===== src/rtl/mem_port_arbiter_if.sv =====
// mem_port_arbiter_if: fetch, data and memory buses of the memory port arbiter
// Signals: if_req/if_addr/if_rdata/if_ack (fetch), dm_read/dm_write/dm_addr/dm_wdata/dm_rdata/dm_ack
// (load/store), mem_en/mem_we/mem_addr/mem_wdata/mem_rdata/mem_ready (memory), err (watchdog pulse).
// master: the arbiter's view; slave: the requesters plus memory model.
interface mem_port_arbiter_if #(
   parameter int AW = 32,
   parameter int DW = 32
);
   logic          if_req;
   logic [AW-1:0] if_addr;
   logic [DW-1:0] if_rdata;
   logic          if_ack;
   logic          dm_read;
   logic          dm_write;
   logic [AW-1:0] dm_addr;
   logic [DW-1:0] dm_wdata;
   logic [DW-1:0] dm_rdata;
   logic          dm_ack;
   logic          mem_en;
   logic          mem_we;
   logic [AW-1:0] mem_addr;
   logic [DW-1:0] mem_wdata;
   logic [DW-1:0] mem_rdata;
   logic          mem_ready;
   logic          err;
   modport master (
      input  if_req, if_addr, dm_read, dm_write, dm_addr, dm_wdata, mem_rdata, mem_ready,
      output if_rdata, if_ack, dm_rdata, dm_ack, mem_en, mem_we, mem_addr, mem_wdata, err
   );
   modport slave (
      output if_req, if_addr, dm_read, dm_write, dm_addr, dm_wdata, mem_rdata, mem_ready,
      input  if_rdata, if_ack, dm_rdata, dm_ack, mem_en, mem_we, mem_addr, mem_wdata, err
   );
endinterface


===== src/rtl/mem_port_arbiter.sv =====
// mem_port_arbiter: shares one variable-latency memory port between instruction fetch and load/store
// Ports: clock (rising edge), reset (asynchronous, active-low), bus (mem_port_arbiter_if.master)
// carrying the fetch request/ack/rdata, data read/write/ack/rdata, memory strobe/address/data/ready and err.
// Optional feature: define MEMARB_TIMEOUT_EN to add an access watchdog of TIMEOUT_CYCLES stalled
// cycles that ends the access with zero read data and an err pulse; otherwise err is tied to 0.
module mem_port_arbiter #(
   parameter int AW         = 32,
   parameter int DW         = 32,
   parameter int STARVE_MAX = 4
`ifdef MEMARB_TIMEOUT_EN
   ,
   parameter int TIMEOUT_CYCLES = 255
`endif
) (
   input logic                clock,
   input logic                reset,
   mem_port_arbiter_if.master bus
);
   typedef enum logic [1:0] {IDLE, ACCESS, RESP} state_t;
   localparam logic [3:0] SMAX = 4'(STARVE_MAX);
   state_t        state_q, state_d;
   logic          owner_q, owner_d;   // 1 = data path owns the access
   logic          we_q, we_d;
   logic [AW-1:0] addr_q, addr_d;
   logic [DW-1:0] wdata_q, wdata_d;
   logic [DW-1:0] if_rdata_q, if_rdata_d;
   logic [DW-1:0] dm_rdata_q, dm_rdata_d;
   logic [3:0]    starve_q, starve_d;
   logic          dm_req, pick_dm;
`ifdef MEMARB_TIMEOUT_EN
   localparam int TW = $clog2(TIMEOUT_CYCLES + 1);
   localparam logic [TW-1:0] WD_LAST = TW'(TIMEOUT_CYCLES - 1);
   logic [TW-1:0] wd_q, wd_d;
   logic          err_q, err_d;
`endif
   always_comb begin
      state_d    = state_q;
      owner_d    = owner_q;
      we_d       = we_q;
      addr_d     = addr_q;
      wdata_d    = wdata_q;
      if_rdata_d = if_rdata_q;
      dm_rdata_d = dm_rdata_q;
      starve_d   = starve_q;
      dm_req     = bus.dm_read | bus.dm_write;
      // a waiting fetch wins once the data path has taken STARVE_MAX grants in a row
      pick_dm    = dm_req & (~bus.if_req | (starve_q != SMAX));
`ifdef MEMARB_TIMEOUT_EN
      wd_d       = wd_q;
      err_d      = err_q;
`endif
      case (state_q)
         IDLE: if (dm_req | bus.if_req) begin
            state_d  = ACCESS;
            owner_d  = pick_dm;
            // read+write together is a write
            we_d     = pick_dm & bus.dm_write;
            addr_d   = pick_dm ? bus.dm_addr : bus.if_addr;
            wdata_d  = bus.dm_wdata;
            // only data grants that leave a fetch waiting count towards starvation
            starve_d = (pick_dm & bus.if_req) ? ((starve_q == SMAX) ? SMAX : starve_q + 4'd1) : 4'd0;
`ifdef MEMARB_TIMEOUT_EN
            wd_d     = '0;
            err_d    = 1'b0;
`endif
         end
         ACCESS: if (bus.mem_ready) begin
            state_d    = RESP;
            if_rdata_d = owner_q ? if_rdata_q : bus.mem_rdata;
            dm_rdata_d = (owner_q & ~we_q) ? bus.mem_rdata : dm_rdata_q;
         end
`ifdef MEMARB_TIMEOUT_EN
         else if (wd_q == WD_LAST) begin
            state_d    = RESP;
            err_d      = 1'b1;
            if_rdata_d = owner_q ? if_rdata_q : '0;
            dm_rdata_d = owner_q ? '0 : dm_rdata_q;
         end else begin
            wd_d = wd_q + 1'b1;
         end
`endif
         RESP: state_d = IDLE;
         default: state_d = IDLE;
      endcase
   end
   always_ff @(posedge clock or negedge reset) begin
      if (!reset) begin
         state_q    <= IDLE;
         owner_q    <= 1'b0;
         we_q       <= 1'b0;
         addr_q     <= '0;
         wdata_q    <= '0;
         if_rdata_q <= '0;
         dm_rdata_q <= '0;
         starve_q   <= '0;
`ifdef MEMARB_TIMEOUT_EN
         wd_q       <= '0;
         err_q      <= 1'b0;
`endif
      end else begin
         state_q    <= state_d;
         owner_q    <= owner_d;
         we_q       <= we_d;
         addr_q     <= addr_d;
         wdata_q    <= wdata_d;
         if_rdata_q <= if_rdata_d;
         dm_rdata_q <= dm_rdata_d;
         starve_q   <= starve_d;
`ifdef MEMARB_TIMEOUT_EN
         wd_q       <= wd_d;
         err_q      <= err_d;
`endif
      end
   end
   assign bus.mem_en    = state_q == ACCESS;
   assign bus.mem_we    = we_q;
   assign bus.mem_addr  = addr_q;
   assign bus.mem_wdata = wdata_q;
   assign bus.if_rdata  = if_rdata_q;
   assign bus.dm_rdata  = dm_rdata_q;
   assign bus.if_ack    = (state_q == RESP) & ~owner_q;
   assign bus.dm_ack    = (state_q == RESP) & owner_q;
`ifdef MEMARB_TIMEOUT_EN
   assign bus.err       = (state_q == RESP) & err_q;
`else
   assign bus.err       = 1'b0;
`endif
endmodule


===== src/flat_wrapper.sv =====
// flat-port wrapper written by rule: the top's interface ports become plain ports
module mem_port_arbiter_flat 
#(
   parameter int AW         = 32,
   parameter int DW         = 32,
   parameter int STARVE_MAX = 4

)
  (clock, reset, bus_if_req, bus_if_addr, bus_dm_read, bus_dm_write, bus_dm_addr, bus_dm_wdata, bus_mem_rdata, bus_mem_ready, bus_if_rdata, bus_if_ack, bus_dm_rdata, bus_dm_ack, bus_mem_en, bus_mem_we, bus_mem_addr, bus_mem_wdata, bus_err);
  mem_port_arbiter_if #(.AW(AW), .DW(DW)) bus_i ();
  input logic clock;
  input logic reset;
  input wire logic [$bits(bus_i.if_req)-1:0] bus_if_req;
  input wire logic [$bits(bus_i.if_addr)-1:0] bus_if_addr;
  input wire logic [$bits(bus_i.dm_read)-1:0] bus_dm_read;
  input wire logic [$bits(bus_i.dm_write)-1:0] bus_dm_write;
  input wire logic [$bits(bus_i.dm_addr)-1:0] bus_dm_addr;
  input wire logic [$bits(bus_i.dm_wdata)-1:0] bus_dm_wdata;
  input wire logic [$bits(bus_i.mem_rdata)-1:0] bus_mem_rdata;
  input wire logic [$bits(bus_i.mem_ready)-1:0] bus_mem_ready;
  output wire logic [$bits(bus_i.if_rdata)-1:0] bus_if_rdata;
  output wire logic [$bits(bus_i.if_ack)-1:0] bus_if_ack;
  output wire logic [$bits(bus_i.dm_rdata)-1:0] bus_dm_rdata;
  output wire logic [$bits(bus_i.dm_ack)-1:0] bus_dm_ack;
  output wire logic [$bits(bus_i.mem_en)-1:0] bus_mem_en;
  output wire logic [$bits(bus_i.mem_we)-1:0] bus_mem_we;
  output wire logic [$bits(bus_i.mem_addr)-1:0] bus_mem_addr;
  output wire logic [$bits(bus_i.mem_wdata)-1:0] bus_mem_wdata;
  output wire logic [$bits(bus_i.err)-1:0] bus_err;
  assign bus_i.if_req = bus_if_req;
  assign bus_i.if_addr = bus_if_addr;
  assign bus_i.dm_read = bus_dm_read;
  assign bus_i.dm_write = bus_dm_write;
  assign bus_i.dm_addr = bus_dm_addr;
  assign bus_i.dm_wdata = bus_dm_wdata;
  assign bus_i.mem_rdata = bus_mem_rdata;
  assign bus_i.mem_ready = bus_mem_ready;
  assign bus_if_rdata = bus_i.if_rdata;
  assign bus_if_ack = bus_i.if_ack;
  assign bus_dm_rdata = bus_i.dm_rdata;
  assign bus_dm_ack = bus_i.dm_ack;
  assign bus_mem_en = bus_i.mem_en;
  assign bus_mem_we = bus_i.mem_we;
  assign bus_mem_addr = bus_i.mem_addr;
  assign bus_mem_wdata = bus_i.mem_wdata;
  assign bus_err = bus_i.err;
  mem_port_arbiter #(.AW(AW), .DW(DW), .STARVE_MAX(STARVE_MAX)) u_core (.clock(clock), .reset(reset), .bus(bus_i));
endmodule

===== config.mk =====
export PLATFORM = sky130hd
export DESIGN_NAME = mem_port_arbiter_flat
export DESIGN_NICKNAME = d
export VERILOG_FILES = /design/src/rtl/mem_port_arbiter_if.sv /design/src/rtl/mem_port_arbiter.sv /design/src/flat_wrapper.sv
export SDC_FILE = /design/constraint.sdc
export NUM_CORES = 1
export LEC_CHECK = 0
export ABC_AREA = 1
export CAP_MARGIN = 20
export CORE_ASPECT_RATIO = 1.1
export CORE_MARGIN = 10
export CORE_UTILIZATION = 45
export DETAILED_ROUTE_END_ITERATION = 8
export PLACE_DENSITY_LB_ADDON = 0.15
export SYNTH_ARGS = -nofsm -noshare
export SYNTH_HDL_FRONTEND = slang
export SYNTH_SLANG_ARGS = --single-unit

===== constraint.sdc =====
create_clock -name clock -period 4.3 [get_ports clock]
set_input_delay 0.86 -clock clock [delete_from_list [all_inputs] [get_ports clock]]
set_output_delay 0.86 -clock clock [all_outputs]
set_load 0.02 [all_outputs]

==> metrics.txt <==
run status=finished, final reports clean; VDD IR max=0.0003901 V; Static Leak=0.004636 µW; critical path data required time=3440 ps; XOR/XNOR Fraction of Synth Area=0.1463%; Setup TNS Final=0 ps; Die ar.=0.01832 mm²; Die X=130.0 µm; die outline height=141.0 µm; H-tree Lvls=4; first-pass GRT wire length=29.86 mm; Worst-path clk slew=60 ps; last element of the critical path=bus_dm_ack; global-route track usage on met1=23.64%; total of hold buffers inserted after clock tree synthesis=0; Largest delay share family, worst path=buffers and inverters; post-synthesis compound-gate area fraction=4.076%; post-synthesis cell count=732; fraction of synthesized cell area taken by the top area cell type=56.86%; post-synthesis instance area=0.005986 mm²; number of nets in the layout=1118; Synth Area in Simple Gates=29.06%; per-instance average area after synthesis=8.177 µm²; pwr dens=760.3 mW/mm²; clock network latency to the later pin of the worst-skew pair=420 ps; via count of the first global-routing pass=5701; post-synth cell types=25; r2r worst-path depth=4; Layout Skew=6.911 ps; fraction of synthesized area in multiplexers=0%; Worst setup EP type=output port; Max FO, Critical Path=29; area share of fa/ha/maj cells after synthesis=0.4181%; number of buffers inserted during clock tree synthesis=17; part of the Yosys area used for sequential elements=56.86%; maximum buffer depth of the clock tree=2; detailed-placement wirelength estimate=13.73 mm; number of port buffers=265; register-to-register setup slack=1860 ps; setup slack after layout=1488 ps; number of synthesized flops with an enable pin=0; worst setup path category=reg2out; GRT Residual Overflow=0; All-Layer GR Usage=20.59%; net count of the mapped netlist=868; ranking of synthesized cells by area=sky130_fd_sc_hd__dfrtp_1 57%, sky130_fd_sc_hd__nand2_1 20%, sky130_fd_sc_hd__nand3_1 7.8%, sky130_fd_sc_hd__inv_1 4.8%, sky130_fd_sc_hd__o21ai_0 3.2%; antenna violation net count after detailed routing=0; number of buffers inserted to repair setup after CTS=0; top achievable clock speed=355.6 MHz; slew at the pin with the worst max-slew slack=958.1 ps; starting density of the core=45.68%; warning count from the yosys run=0; overall routed net length=18.82 mm; cell type with the highest aggregate area in the netlist=sky130_fd_sc_hd__dfrtp_1; First-pass DRT Iterations=5; layout cell share with drive strength beyond 1=5.025%; number of rows in the core area=44; worst hold slack across all endpoints=470.2 ps; part of the cycle the worst path needs=65.39%; met3 GRT Util=8.702%; placement-stage worst setup slack=1219 ps; count of final hold-check violations=0; most used standard cells in the synthesized netlist=313 x sky130_fd_sc_hd__nand2_1, 136 x sky130_fd_sc_hd__dfrtp_1, 93 x sky130_fd_sc_hd__nand3_1; total power=7013 µW; reg-to-reg critical path startpoint=u_core.owner_q; gpl congestion=0.8360; area delta synth->final=54.10%; dominant synthesized flop cell=sky130_fd_sc_hd__dfrtp_1; critical path buffer and inverter count=2; number of design-rule violations left by the first detailed-router iteration=445; clock root buffer=sky130_fd_sc_hd__clkbuf_16; max-capacitance violation count=0; largest net degree at the start of global routing=108; Via density=4.822; Crit Reg-Reg Endpoint=u_core.bus.dm_rdata[31]; CTS resizes=0; Data arrival, critical path=1950 ps; number of design rule violations left after detail routing=0; Relative slew margins=36.13%; routing usage on met2=33.23%; # clock sinks=136; initial antenna violation count=0; final setup violating endpoints=0; core region area=0.01310 mm²; flip-flop and latch count after synthesis=136; ordered list of cells on the worst path=inv_2 > nor3_1 > clkdlybuf4s50_1; largest stage delay on the critical path=700 ps; cell with the largest stage delay on the worst path=sky130_fd_sc_hd__clkdlybuf4s50_1; number of logic stages on the critical path including buffering=3; max-slew violation count=0; gr busiest metal=met2; setup repair after global routing missed its margin=false; type of the tightest min-delay check=reg2reg; final period demand of the worst path=2812 ps; WL/cell=16.28 µm; dominant cell by count in the synthesized netlist=sky130_fd_sc_hd__nand2_1; routed vias=5574; number of placed I/O pins=267; launching instance or port of the critical path=u_core.owner_q; element type at the critical path start=flop; asr flop ratio synth=100.0%; TritonCTS clock tree=done; dominant combinational cell family by area after synthesis=simple AND/OR/NAND/NOR gates; Diodes inserted=0
==> tightest hold or removal path: stages (launching register included) <==
cell	delay [ps]
sky130_fd_sc_hd__dfrtp_1	340
sky130_fd_sc_hd__nand2_1	50
sky130_fd_sc_hd__nand2_1	40
==> report_power, final <==
| group | switching [µW] | internal (µW) |
|---|---|---|
| Sequential | 343 | 1890 |
| Combinational | 1930 | 1450 |
| Clock | 548 | 857 |
==> routing by layer <==
metal  vias to the layer above  wire length (µm)
met2                       199              9189
met5                         -                 0
met1                      2602              7293
li1                       2745                 -
met3                        28              1888
met4                         0               449
==> kinds of logic after synthesis <==
family | count (synthesis)
flip-flops | 136
XOR/XNOR | 1
other | 1
AO/OA/AOI/OAI | 46
AND/OR/NAND/NOR | 423
buffers and inverters | 123
adder cells (fa/ha/maj) | 2
==> worst min path at each step <==
stage	slack (ps)	startpoint	depth (start not counted)	end
3_3_place_gp	450	u_core.bus.if_rdata[10]	2	u_core.bus.if_rdata[10]
2_1_floorplan	490	u_core.starve_q[3]	2	u_core.starve_q[3]
4_1_cts	470	u_core.bus.if_rdata[18]	2	u_core.bus.if_rdata[18]
6_report	470	u_core.bus.if_rdata[18]	2	u_core.bus.if_rdata[18]
5_1_grt	500	u_core.bus.mem_wdata[10]	2	u_core.bus.mem_wdata[10]
3_5_place_dp	460	u_core.bus.if_rdata[18]	2	u_core.bus.if_rdata[18]
==> stage by stage <==
step | util (%) | instance area (µm²) | instances
after floorplan | - | 5986 | 732
after global placement | 65.99 | 8646 | 1124
after detailed placement | 65.99 | 8646 | 1124
after CTS | 70.40 | 9224 | 1156
after global routing | 70.40 | 9224 | 1156
final | 70.40 | 9224 | 1156
==> state kept, by name, summed over array words and instances, names as in the netlist <==
signal                count
u_core.starve_q           4
u_core.bus.mem_wdata     32
u_core.bus.if_rdata      32
u_core.bus.mem_we         1
u_core.state_q            2
u_core.bus.dm_rdata      32
u_core.bus.mem_addr      32
u_core.owner_q            1
==> cells in the final DEF (no fill, tap or decap), types with 6 or more instances in the layout <==
| cell | synthesis | layout |
|---|---|---|
| sky130_fd_sc_hd__nand2_1 | 313 | 313 |
| sky130_fd_sc_hd__inv_1 | 76 | 76 |
| sky130_fd_sc_hd__clkdlybuf4s50_1 | 0 | 264 |
| sky130_fd_sc_hd__nand3_1 | 93 | 93 |
| sky130_fd_sc_hd__clkbuf_16 | 0 | 17 |
| sky130_fd_sc_hd__buf_4 | 10 | 8 |
| sky130_fd_sc_hd__a21oi_1 | 6 | 6 |
| sky130_fd_sc_hd__o21ai_0 | 38 | 38 |
| sky130_fd_sc_hd__dfrtp_1 | 136 | 136 |
| sky130_fd_sc_hd__nor2_1 | 8 | 8 |
==> area by class of cell <==
cell class | instances | area (µm²)
fill | 1040 | 3879
sequential | 136 | 3403
timing repair buffer | 273 | 2714
multi-input combinational | 473 | 2021
clock buffer | 22 | 484.2
inverter | 81 | 306.5
tap | 161 | 201.4
clock inverter | 10 | 93.84
Power figures use the tool's default switching activity.
